**config.mk**
```make
export PLATFORM = sky130hd
export DESIGN_NAME = load_use_scoreboard
export DESIGN_NICKNAME = d
export VERILOG_FILES = /design/src/rtl/load_use_scoreboard.sv
export SDC_FILE = /design/constraint.sdc
export NUM_CORES = 1
export LEC_CHECK = 0
export CAP_MARGIN = 0
export CORE_MARGIN = 3
export CORE_UTILIZATION = 45
export DETAILED_ROUTE_END_ITERATION = 12
export PLACE_DENSITY_LB_ADDON = 0.12
export SLEW_MARGIN = 20
export SYNTH_ARGS = -nofsm -noshare
export SYNTH_HDL_FRONTEND = slang
export SYNTH_SLANG_ARGS = --single-unit
```
**constraint.sdc**
```tcl
create_clock -name clk_i -period 11.8 [get_ports clk_i]
set_input_delay 2.36 -clock clk_i [delete_from_list [all_inputs] [get_ports clk_i]]
set_output_delay 2.36 -clock clk_i [all_outputs]
set_load 0.005 [all_outputs]
```
**src/rtl/load_use_scoreboard.sv**
```systemverilog
// Load-use hazard scoreboard: a countdown per register tracks in-flight load destinations.
// Optional macro BRANCH_EX_HAZARD_EN adds a one-cycle stall for beq after a dependent ALU op.
module load_use_scoreboard #(
    parameter int unsigned REG_AW   = 5,
    parameter int unsigned LOAD_LAT = 1,
    parameter int unsigned CNT_W    = 16
) (
    input  logic              clk_i,
    input  logic              rst_i,
    input  logic              id_valid_i,
    input  logic [5:0]        id_op_i,
    input  logic [REG_AW-1:0] id_rs_i,
    input  logic [REG_AW-1:0] id_rt_i,
    input  logic [REG_AW-1:0] id_rd_i,
    input  logic              flush_i,
    input  logic              mem_wait_i,
    output logic              pc_stall_o,
    output logic              ifid_stall_o,
    output logic              idex_bubble_o,
    output logic              hazard_o,
    output logic [CNT_W-1:0]  stall_cnt_o
);

    localparam int unsigned NumRegs = 1 << REG_AW;
    localparam logic [2:0]  LoadLat = 3'(LOAD_LAT);

    localparam logic [5:0] OpRtype = 6'b000000;
    localparam logic [5:0] OpBeq   = 6'b000100;
    localparam logic [5:0] OpAddi  = 6'b001000;
    localparam logic [5:0] OpLw    = 6'b100011;
    localparam logic [5:0] OpSw    = 6'b101011;

    logic [2:0]       cnt_q [NumRegs];
    logic [2:0]       cnt_d [NumRegs];
    logic [CNT_W-1:0] stall_cnt_q, stall_cnt_d;

    logic uses_rs, uses_rt, is_lw;
    logic src_busy, branch_haz, hazard, issue;

    always_comb begin
        uses_rs = 1'b0;
        uses_rt = 1'b0;
        is_lw   = 1'b0;
        case (id_op_i)
            OpRtype, OpBeq, OpSw: begin
                uses_rs = 1'b1;
                uses_rt = 1'b1;
            end
            OpAddi: uses_rs = 1'b1;
            OpLw: begin
                uses_rs = 1'b1;
                is_lw   = 1'b1;
            end
            default: ;
        endcase
    end

    assign src_busy = (uses_rs && (id_rs_i != '0) && (cnt_q[id_rs_i] != 3'd0)) ||
                      (uses_rt && (id_rt_i != '0) && (cnt_q[id_rt_i] != 3'd0));

    assign hazard = id_valid_i & ~flush_i & (src_busy | branch_haz);
    assign issue  = id_valid_i & ~hazard & ~flush_i & ~mem_wait_i;

    assign hazard_o      = hazard;
    assign pc_stall_o    = hazard;
    assign ifid_stall_o  = hazard;
    assign idex_bubble_o = hazard;
    assign stall_cnt_o   = stall_cnt_q;

    always_comb begin
        for (int r = 0; r < NumRegs; r++) begin
            cnt_d[r] = cnt_q[r];
            if (!mem_wait_i && (cnt_q[r] != 3'd0)) begin
                cnt_d[r] = cnt_q[r] - 3'd1;
            end
        end
        // A new load overrides the decrement of the same register.
        if (issue && is_lw && (id_rt_i != '0)) begin
            cnt_d[id_rt_i] = LoadLat;
        end
    end

    always_comb begin
        stall_cnt_d = stall_cnt_q;
        if (!mem_wait_i && hazard && (stall_cnt_q != {CNT_W{1'b1}})) begin
            stall_cnt_d = stall_cnt_q + 1'b1;
        end
    end

    always_ff @(posedge clk_i or posedge rst_i) begin
        if (rst_i) begin
            for (int r = 0; r < NumRegs; r++) begin
                cnt_q[r] <= 3'd0;
            end
            stall_cnt_q <= '0;
        end else begin
            for (int r = 0; r < NumRegs; r++) begin
                cnt_q[r] <= cnt_d[r];
            end
            stall_cnt_q <= stall_cnt_d;
        end
    end

`ifdef BRANCH_EX_HAZARD_EN
    // The branch comparator sits in ID, so it cannot see an ALU result still in EX.
    logic [REG_AW-1:0] ex_dst_q, ex_dst_d;
    logic              ex_vld_q, ex_vld_d;

    always_comb begin
        ex_dst_d = ex_dst_q;
        ex_vld_d = ex_vld_q;
        if (!mem_wait_i) begin
            ex_vld_d = 1'b0;
            if (issue && (id_op_i == OpRtype)) begin
                ex_dst_d = id_rd_i;
                ex_vld_d = (id_rd_i != '0);
            end else if (issue && (id_op_i == OpAddi)) begin
                ex_dst_d = id_rt_i;
                ex_vld_d = (id_rt_i != '0);
            end
        end
    end

    assign branch_haz = (id_op_i == OpBeq) && ex_vld_q &&
                        ((id_rs_i == ex_dst_q) || (id_rt_i == ex_dst_q));

    always_ff @(posedge clk_i or posedge rst_i) begin
        if (rst_i) begin
            ex_dst_q <= '0;
            ex_vld_q <= 1'b0;
        end else begin
            ex_dst_q <= ex_dst_d;
            ex_vld_q <= ex_vld_d;
        end
    end
`else
    logic unused_rd;
    assign unused_rd  = ^id_rd_i;
    assign branch_haz = 1'b0;
`endif

endmodule
```
==> flow_summary.yaml, run 1 <==
timing:
  period_needed_ns: 8.30
  slew_viol_final: 0
  finClkSkew_ns: 0.00656
  hold_slack_ns: 0.499
  fin_crit_sh_pct: 70.3
  finalHoldViolCount: 0
  max_clock_freq_mhz: 121
  setup_ws_ns: 3.50
  rsz0062_at_grt: "false"
  worstMarginPinSlew_ns: 1.05
  setup_tns_ns: 0
  timing.slew.headroom_pct: 30.1
  setup_violations: 0
synthesis:
  ys_ff_latch: 112
  syn_avg_cell_area_um2: 9.07
  syn_nets: 879
  syn_inst: 788
  ys.flop_type: "dfrtp_1"
  yosys-top-cells-area: "dfrtp_1 (39%), ha_1 (11%), a31oi_1 (6.0%)"
  netlist_area_mm2: 0.00715
  seq_area_frac_synth_pct: 39.2
  ys_types: 51
  synthArstFlopShare_pct: 100
  yosysWarnings: 0
  synth_top_area_share_pct: 39.2
  synth_edf_count: 0
  yosysTopAreaCell: "dfrtp_1"
finish:
  syn_to_final_growth_pct: 11.8
  final_cell_mix: "dfrtp_1 (112), inv_1 (98), a31oi_1 (68)"
  layout_commonest_cell: "dfrtp_1"
  drive_above_1_share_pct: 8.71
  final_nets: 890
  n_antenna_cell: 0
clock_network:
  cts_tree: "yes"
  cts_buffers: 9
  cts.path.max_buffers: 2
  clock_sinks: 112
  clk_pin_slew_ns: 0.07
  htree_levels: 3
  clk_latency_ns: 0.36
  cts_hold_buf: 0
  cts-root-buf: "clkbuf_16"
  postCtsSetupBuffers: 0
  cts_resized: 0
pwr:
  cellPowerDensity_mw_per_mm2: 222
  total_power_w: 0.00177
  leakagePower_nw: 3.66
  irDropWorstVdd_v: 0.0000773
hold_path:
  hp-start: "stall_cnt_o[9]"
  min_path_type: "flip-flop to flip-flop"
  holdPathEnd: "stall_cnt_o[9]"
  hold_path_depth: 1
setup_path:
  path_max_fanout: 24
  start_kind: "input pin"
  r2r_cells: 9
  critical_path_class: "input pin to output port"
  crit_top_cell: "clkdlybuf4s50_1"
  crit_arrival_ns: 5.94
  cp_cell_sequence: "clkdlybuf4s50_1, nor4_1, a211oi_1, a2111oi_0, a31oi_1, o22ai_1, o32ai_4, and3b_1, clkdlybuf4s50_1"
  required_ns: 9.44
  r2r_start: "cnt_q[88]"
  r2r_end: "cnt_q[19]"
  endpoint_kind: "output port"
  cp_slowest_cell: "clkdlybuf4s50_1"
  reg2reg_slack_ns: 7.92
  critPathMaxStageDelay_ns: 1.15
floorplanning:
  start_util_pct: 46.5
  die_h_um: 132
  core_mm2: 0.0154
  dieArea_mm2: 0.0174
  fp.dieW_um: 132
  rows: 45
  io-pin-count: 46
global_route:
  grt_pass1_wl_um: 28000
  use_met3_pct: 3.13
  grt_usage_pct: 19.6
  grt_util_met1_pct: 25.3
  grt_remaining_overflow: 0
  grt_antenna_before_repair: 0
  grt_max_degree: 67
  busiest_layer: "met2"
  grt_pass1_vias: 5705
  met2_usage_pct: 33.2
routing:
  wirelength_um: 16700
  viasPerCell: 5.61
  wl_per_cell_um: 16.4
  first_pass_iters: 5
  drc_errors: 0
  drt-initial-drc-count: 227
  ant_nets: 0
  vias: 5696
placement:
  port-buffer-count: 40
  dp_hpwl_um: 11200
  gp_congestion: 0.795
  post-place-ws_ns: 3.26
status:
  outcome: "completed"
flow_run:
  cap_violations: 0
synth_stat cells, types with 2 or more instances:
cell type,instances
a2111oi_0,4
a211oi_1,4
a21oi_1,20
a22oi_1,3
a31o_1,8
a31o_2,23
a31oi_1,68
and2_1,2
and3_1,10
and3b_1,2
and4_1,2
buf_2,11
buf_4,9
buf_6,2
clkbuf_1,27
dfrtp_1,112
ha_1,65
inv_1,99
mux2_2,8
mux2i_1,2
mux4_2,5
nand2_1,63
nand3_1,13
nand4_1,5
nor2_1,47
nor2b_1,6
nor3_1,18
nor3b_1,3
nor4_1,20
o21ai_0,58
or3_1,3
xnor2_1,47
registers in the layout (all words and copies together) (netlist names):
name,cells
cnt_q,96
stall_cnt_o,16
through the flow:
step | util (%) | area [um^2] | instances
after floorplan | - | 7150 | 788
after global placement | 49.7 | 7640 | 999
after detailed placement | 49.7 | 7640 | 999
after CTS | 52.0 | 7990 | 1015
after global routing | 52.0 | 7990 | 1015
final | 52.0 | 7990 | 1015
logic make-up (layout without fill, tap and decap cells):
family	after synthesis	after routing	share of synthesized area (%)
muxes	15	15	3.12
xor gates and xnor gates	47	47	5.76
adders and majority gates	65	65	11.4
and+or+nand+nor	199	199	13.4
DFF	112	112	39.2
AOI/OAI and AO/OA	201	201	18.4
buffers and inverters	149	165	8.70
area by class of cell:
| type | instances | area [um^2] |
|---|---|---|
| clock buffer | 12 | 267 |
| clock inverter | 4 | 75.1 |
| fill | 1414 | 7380 |
| inverter | 99 | 374 |
| multi-input combinational | 527 | 3730 |
| sequential | 112 | 2800 |
| tap | 211 | 264 |
| timing repair buffer | 50 | 475 |
worst max path at each step:
stage                     from            end  slack, ns  cells past startpoint
floorplan           id_rt_i[1]  idex_bubble_o       5.11                     11
global placement    id_rt_i[0]       hazard_o       3.29                      9
detailed placement  id_rt_i[0]     pc_stall_o       3.26                      9
CTS                 id_rt_i[0]     pc_stall_o       3.25                      9
global route        id_rs_i[1]   ifid_stall_o       3.20                      9
finish              id_rs_i[1]     pc_stall_o       3.50                      9
report_power, final:
part	switching [W]	internal, W	leakage, nW	total [W]
clock	0.000144	0.000204	0.161	0.000348
combinational	0.000380	0.000361	2.20	0.000741
sequential	0.000126	0.000556	1.30	0.000682
layer usage:
layer	up-vias	part of all wire, %
li1	2797	-
met1	2806	46
met2	70	49
met3	23	2.7
met4	0	2.2
met5	-	0
worst max-delay path, delay by kind of cell:
kind                   cells  cell delay [ns]
buffers and inverters      2             1.67
AOI/OAI and AO/OA          5             1.40
and+or+nand+nor            2             0.48
No activity file was read; power rests on OpenSTA's default activity.
==> run 2, diff against run 1 <==
==> constraint.sdc (replaced) <==
create_clock -name clk_i -period 8.1 [get_ports clk_i]
set_input_delay 1.62 -clock clk_i [delete_from_list [all_inputs] [get_ports clk_i]]
set_output_delay 1.62 -clock clk_i [all_outputs]
set_load 0.005 [all_outputs]
==> flow_summary.yaml, run 2 (same netlist as run 1, synthesis figures left out) <==
timing:
  finalHoldViolCount: 0
  setup_ws_ns: 1.33
  setup_violations: 0
  slew_viol_final: 0
  setup_tns_ns: 0
  period_needed_ns: 6.77
  finClkSkew_ns: 0.00748
  hold_slack_ns: 0.490
  timing.slew.headroom_pct: 35.8
  worstMarginPinSlew_ns: 0.960
  fin_crit_sh_pct: 83.6
  max_clock_freq_mhz: 148
  rsz0062_at_grt: "false"
global_route:
  grt_usage_pct: 19.9
  grt_pass1_wl_um: 28200
  grt_antenna_before_repair: 0
  grt_remaining_overflow: 0
  grt_pass1_vias: 5607
  grt_max_degree: 65
pwr:
  leakagePower_nw: 3.67
  comb_power_share_pct: 41.8
  cellPowerDensity_mw_per_mm2: 323
  pwr-share-clk_pct: 19.6
  netSwitchingPower_w: 0.000948
  intPower_w: 0.00164
  swShare_pct: 36.7
  irDropWorstVdd_v: 0.000155
  pwr-share-seq_pct: 38.6
setup_path:
  reg2reg_slack_ns: 5.07
  endpoint_kind: "output port"
  required_ns: 6.48
  start_kind: "input pin"
  r2r_cells: 8
  r2r_end: "cnt_q[23]"
  path_max_fanout: 24
  crit_arrival_ns: 5.15
  r2r_start: "cnt_q[51]"
  critical_path_class: "input pin to output port"
finish:
  layout_commonest_cell: "dfrtp_1"
  final_cell_mix: "dfrtp_1 (112), inv_1 (98), a31oi_1 (68)"
  regMostFlops: "cnt_q"
  fin_cells: 1017
  fillCellCount: 1416
  largest_register_ffs: 96
  drive_above_1_share_pct: 8.81
  final_nets: 892
  syn_to_final_growth_pct: 11.9
  utilization_pct: 52.0
  n_antenna_cell: 0
routing:
  vias: 5702
  drc_errors: 0
  drt-initial-drc-count: 409
  first_pass_iters: 5
  viasPerCell: 5.61
  wl_per_cell_um: 16.4
  wirelength_um: 16700
  ant_nets: 0
placement:
  dp_hpwl_um: 11600
  gp_congestion: 0.802
  post-place-ws_ns: 1.30
  port-buffer-count: 40
  dp_cells: 1001
clock_network:
  cts_tree: "yes"
  postCtsSetupBuffers: 0
  cts_buffers: 9
  clock_sinks: 112
  cts.path.max_buffers: 2
  cts_hold_buf: 0
  clk_pin_slew_ns: 0.07
  htree_levels: 3
  clk_latency_ns: 0.36
  cts-root-buf: "clkbuf_16"
  cts_resized: 0
floorplanning:
  io-pin-count: 46
  core_mm2: 0.0154
  fp.dieW_um: 132
  die_h_um: 132
  dieArea_mm2: 0.0174
  rows: 45
  start_util_pct: 46.5
hold_path:
  holdPathEnd: "stall_cnt_o[11]"
  min_path_type: "flip-flop to flip-flop"
  hp-start: "stall_cnt_o[11]"
  hold_path_depth: 1
flow_run:
  cap_violations: 0
status:
  outcome: "completed"
-- run 2: cell types whose count changed in the layout (fill, tap and decap cells not counted), sizes merged --
cell,delta
buf,+2
bufinv,+1
clkbuf,-2
clkinv,+2
clkinvlp,-1
-- run 2: area by class of cell --
class / count / area (um^2) / share of cell area (%)
Sequential cell: 112 / 2800 / 35.0
Clock buffer: 10 / 229 / 2.86
Clock inverter: 6 / 108 / 1.35
Timing Repair Buffer: 52 / 490 / 6.13
Multi-Input combinational cell: 527 / 3730 / 46.6
Inverter: 99 / 374 / 4.68
Tap cell: 211 / 264 / 3.30
-- run 2: power groups by stage --
stage	Clock (W)	Sequential (W)	Combinational, W
after global placement	0	0.000991	0.00101
after detailed placement	0	0.00101	0.00109
after global routing	0.000546	0.00104	0.00128
after floorplan	0	0.000953	0.000875
final	0.000506	0.000999	0.00108
after CTS	0.000525	0.000997	0.00109
-- run 2: how the worst max path moves through the flow --
stage               start            end  slack [ns]
4_1_cts        id_rs_i[1]     pc_stall_o        1.31
3_5_place_dp   id_rs_i[1]     pc_stall_o        1.30
5_1_grt        id_rs_i[1]   ifid_stall_o        1.09
2_1_floorplan  id_rt_i[1]  idex_bubble_o        2.89
6_report       id_rs_i[1]     pc_stall_o        1.33
3_3_place_gp   id_rs_i[1]       hazard_o        1.35
-- run 2: through the flow --
| step | power (W) | area, um^2 |
|---|---|---|
| floorplan | 0.00183 | 7150 |
| global placement | 0.00200 | 7660 |
| detailed placement | 0.00209 | 7660 |
| CTS | 0.00262 | 8000 |
| global route | 0.00286 | 8000 |
| finish | 0.00259 | 8000 |
-- run 2: layer usage --
metal	vias to the layer above	GRT usage, %	wire, um	part of all wire (%)
li1	2795	-	-	-
met3	16	4.05	677	4.1
met4	0	4.61	242	1.4
met2	99	33.6	8310	50
met5	-	0	0	0
met1	2792	26.3	7480	45
-- run 2: worst max-delay path: stages --
cell and delay (ns):
clkdlybuf4s50_1 1.10, nor4_1 0.15, a211oi_1 0.26, a21oi_1 0.10, a31oi_1 0.21, o22ai_1 0.13, o32ai_4 0.70, and3b_1 0.33
clkdlybuf4s50_1 0.53
==> run 3, diff against run 2 <==
==> constraint.sdc (replaced) <==
create_clock -name clk_i -period 6.25 [get_ports clk_i]
set_input_delay 1.25 -clock clk_i [delete_from_list [all_inputs] [get_ports clk_i]]
set_output_delay 1.25 -clock clk_i [all_outputs]
set_load 0.005 [all_outputs]
==> flow_summary.yaml, run 3 (same netlist as run 1, synthesis figures left out) <==
global_route:
  grt_usage_pct: 19.3
  grt_pass1_vias: 5637
  grt_max_degree: 65
  grt_remaining_overflow: 0
  grt_antenna_before_repair: 0
  grt_pass1_wl_um: 27600
floorplanning:
  start_util_pct: 46.5
  dieArea_mm2: 0.0174
  die_h_um: 132
  rows: 45
  io-pin-count: 46
  core_mm2: 0.0154
  fp.dieW_um: 132
status:
  outcome: "completed"
routing:
  maxUsedRoutingLayer: "met4"
  viasPerCell: 5.55
  wirelength_um: 16600
  wl_met3_um: 462
  vias: 5664
  first_pass_iters: 4
  wl_per_cell_um: 16.2
  drc_errors: 0
  met2_length_um: 8450
  drt-initial-drc-count: 293
  ant_nets: 0
  wl_met1_um: 7550
finish:
  drive_above_1_share_pct: 9.26
  utilization_pct: 51.9
  layout_commonest_cell: "dfrtp_1"
  fin_area_mm2: 0.00799
  largest_register_ffs: 96
  final_nets: 897
  syn_to_final_growth_pct: 11.7
  final_cell_mix: "dfrtp_1 (112), inv_1 (98), a31oi_1 (68)"
  n_antenna_cell: 0
  regMostFlops: "cnt_q"
timing:
  setup_violations: 0
  hold_slack_ns: 0.493
  fin_crit_sh_pct: 88.8
  setup_ws_ns: 0.702
  max_clock_freq_mhz: 180
  timing.slew.headroom_pct: 40.9
  slew_viol_final: 0
  rsz0062_at_grt: "false"
  worstMarginPinSlew_ns: 0.885
  finalHoldViolCount: 0
  setup_tns_ns: 0
  period_needed_ns: 5.55
  finClkSkew_ns: 0.0119
clock_network:
  cts_tree: "yes"
  cts-root-buf: "clkbuf_16"
  cts.path.max_buffers: 2
  postCtsSetupBuffers: 0
  clock_sinks: 112
  cts_hold_buf: 0
  cts_resized: 0
  htree_levels: 3
  clk_latency_ns: 0.36
  cts_buffers: 9
  clk_pin_slew_ns: 0.07
setup_path:
  crit_top_cell: "clkdlybuf4s50_1"
  required_ns: 5.00
  start_kind: "input pin"
  endpoint_kind: "output port"
  cp_slowest_cell: "clkdlybuf4s50_1"
  r2r_cells: 10
  path_max_fanout: 15
  critical_path_class: "input pin to output port"
  crit_arrival_ns: 4.30
  cp_cell_sequence: "clkdlybuf4s50_1, mux4_2, a21oi_1, o21ai_0, o32ai_4, and3b_1, clkdlybuf4s50_1"
  critPathMaxStageDelay_ns: 0.95
placement:
  post-place-ws_ns: 0.668
  dpl_cell_area_mm2: 0.00770
  dp_hpwl_um: 11800
  port-buffer-count: 40
  gp_congestion: 0.770
hold_path:
  min_path_type: "flip-flop to flip-flop"
  hold_path_depth: 1
flow_run:
  cap_violations: 0
pwr:
  irDropWorstVdd_v: 0.000261
  leakagePower_nw: 3.67
  cellPowerDensity_mw_per_mm2: 409
-- run 3: changes by cell type in the layout (fill, tap and decap cells not counted) --
cell	change
buf_4	+5
bufinv_16	-2
clkinv_2	-1
clkinv_4	+1
clkinvlp_4	+1
-- run 3: per-layer routing --
| metal | track usage, % | up-vias |
|---|---|---|
| li1 | - | 2803 |
| met5 | 0 | - |
| met2 | 33.0 | 57 |
| met4 | 5.02 | 0 |
| met1 | 25.1 | 2792 |
| met3 | 3.97 | 12 |
-- run 3: per-stage QoR --
step / cells / total power (W)
floorplan: 788 / 0.00237
global placement: 1006 / 0.00259
detailed placement: 1006 / 0.00271
CTS: 1021 / 0.00330
global route: 1021 / 0.00360
finish: 1021 / 0.00326
-- run 3: layout make-up --
class                   instances  area, um^2
clock buffers                  10         229
well taps                     211         264
clock inverters                 5        58.8
inverters                      99         374
multi-input cells             527        3730
flip-flops and latches        112        2800
repair buffers                 57         528
fillers                      1446        7390
-- run 3: worst max-delay path: cells and delay by family --
family | cells | cell delay (ns)
buffers and inverters | 2 | 1.48
AO/OA/AOI/OAI | 3 | 0.70
multiplexers | 1 | 0.58
AND/OR/NAND/NOR | 1 | 0.27
-- run 3: path summary, 6_finish.rpt --
check                                      from         endpoint  slack [ns]
max in group asynchronous                 rst_i        cnt_q[74]        3.66
worst min register to register  stall_cnt_o[13]  stall_cnt_o[13]        0.49
worst max register to register        cnt_q[16]        cnt_q[22]        3.17
worst max-delay path                 id_rs_i[0]       pc_stall_o        0.70
min in group asynchronous                 rst_i        cnt_q[53]        1.42
worst min-delay path            stall_cnt_o[13]  stall_cnt_o[13]        0.49
-- run 3: report_power, final --
group          leakage (nW)  switching, W  internal, W  total (W)
Combinational          2.23      0.000718     0.000684    0.00140
Sequential             1.30      0.000241      0.00105    0.00129
Clock                 0.135      0.000260     0.000309   0.000569
Total                  3.67       0.00122      0.00204    0.00326
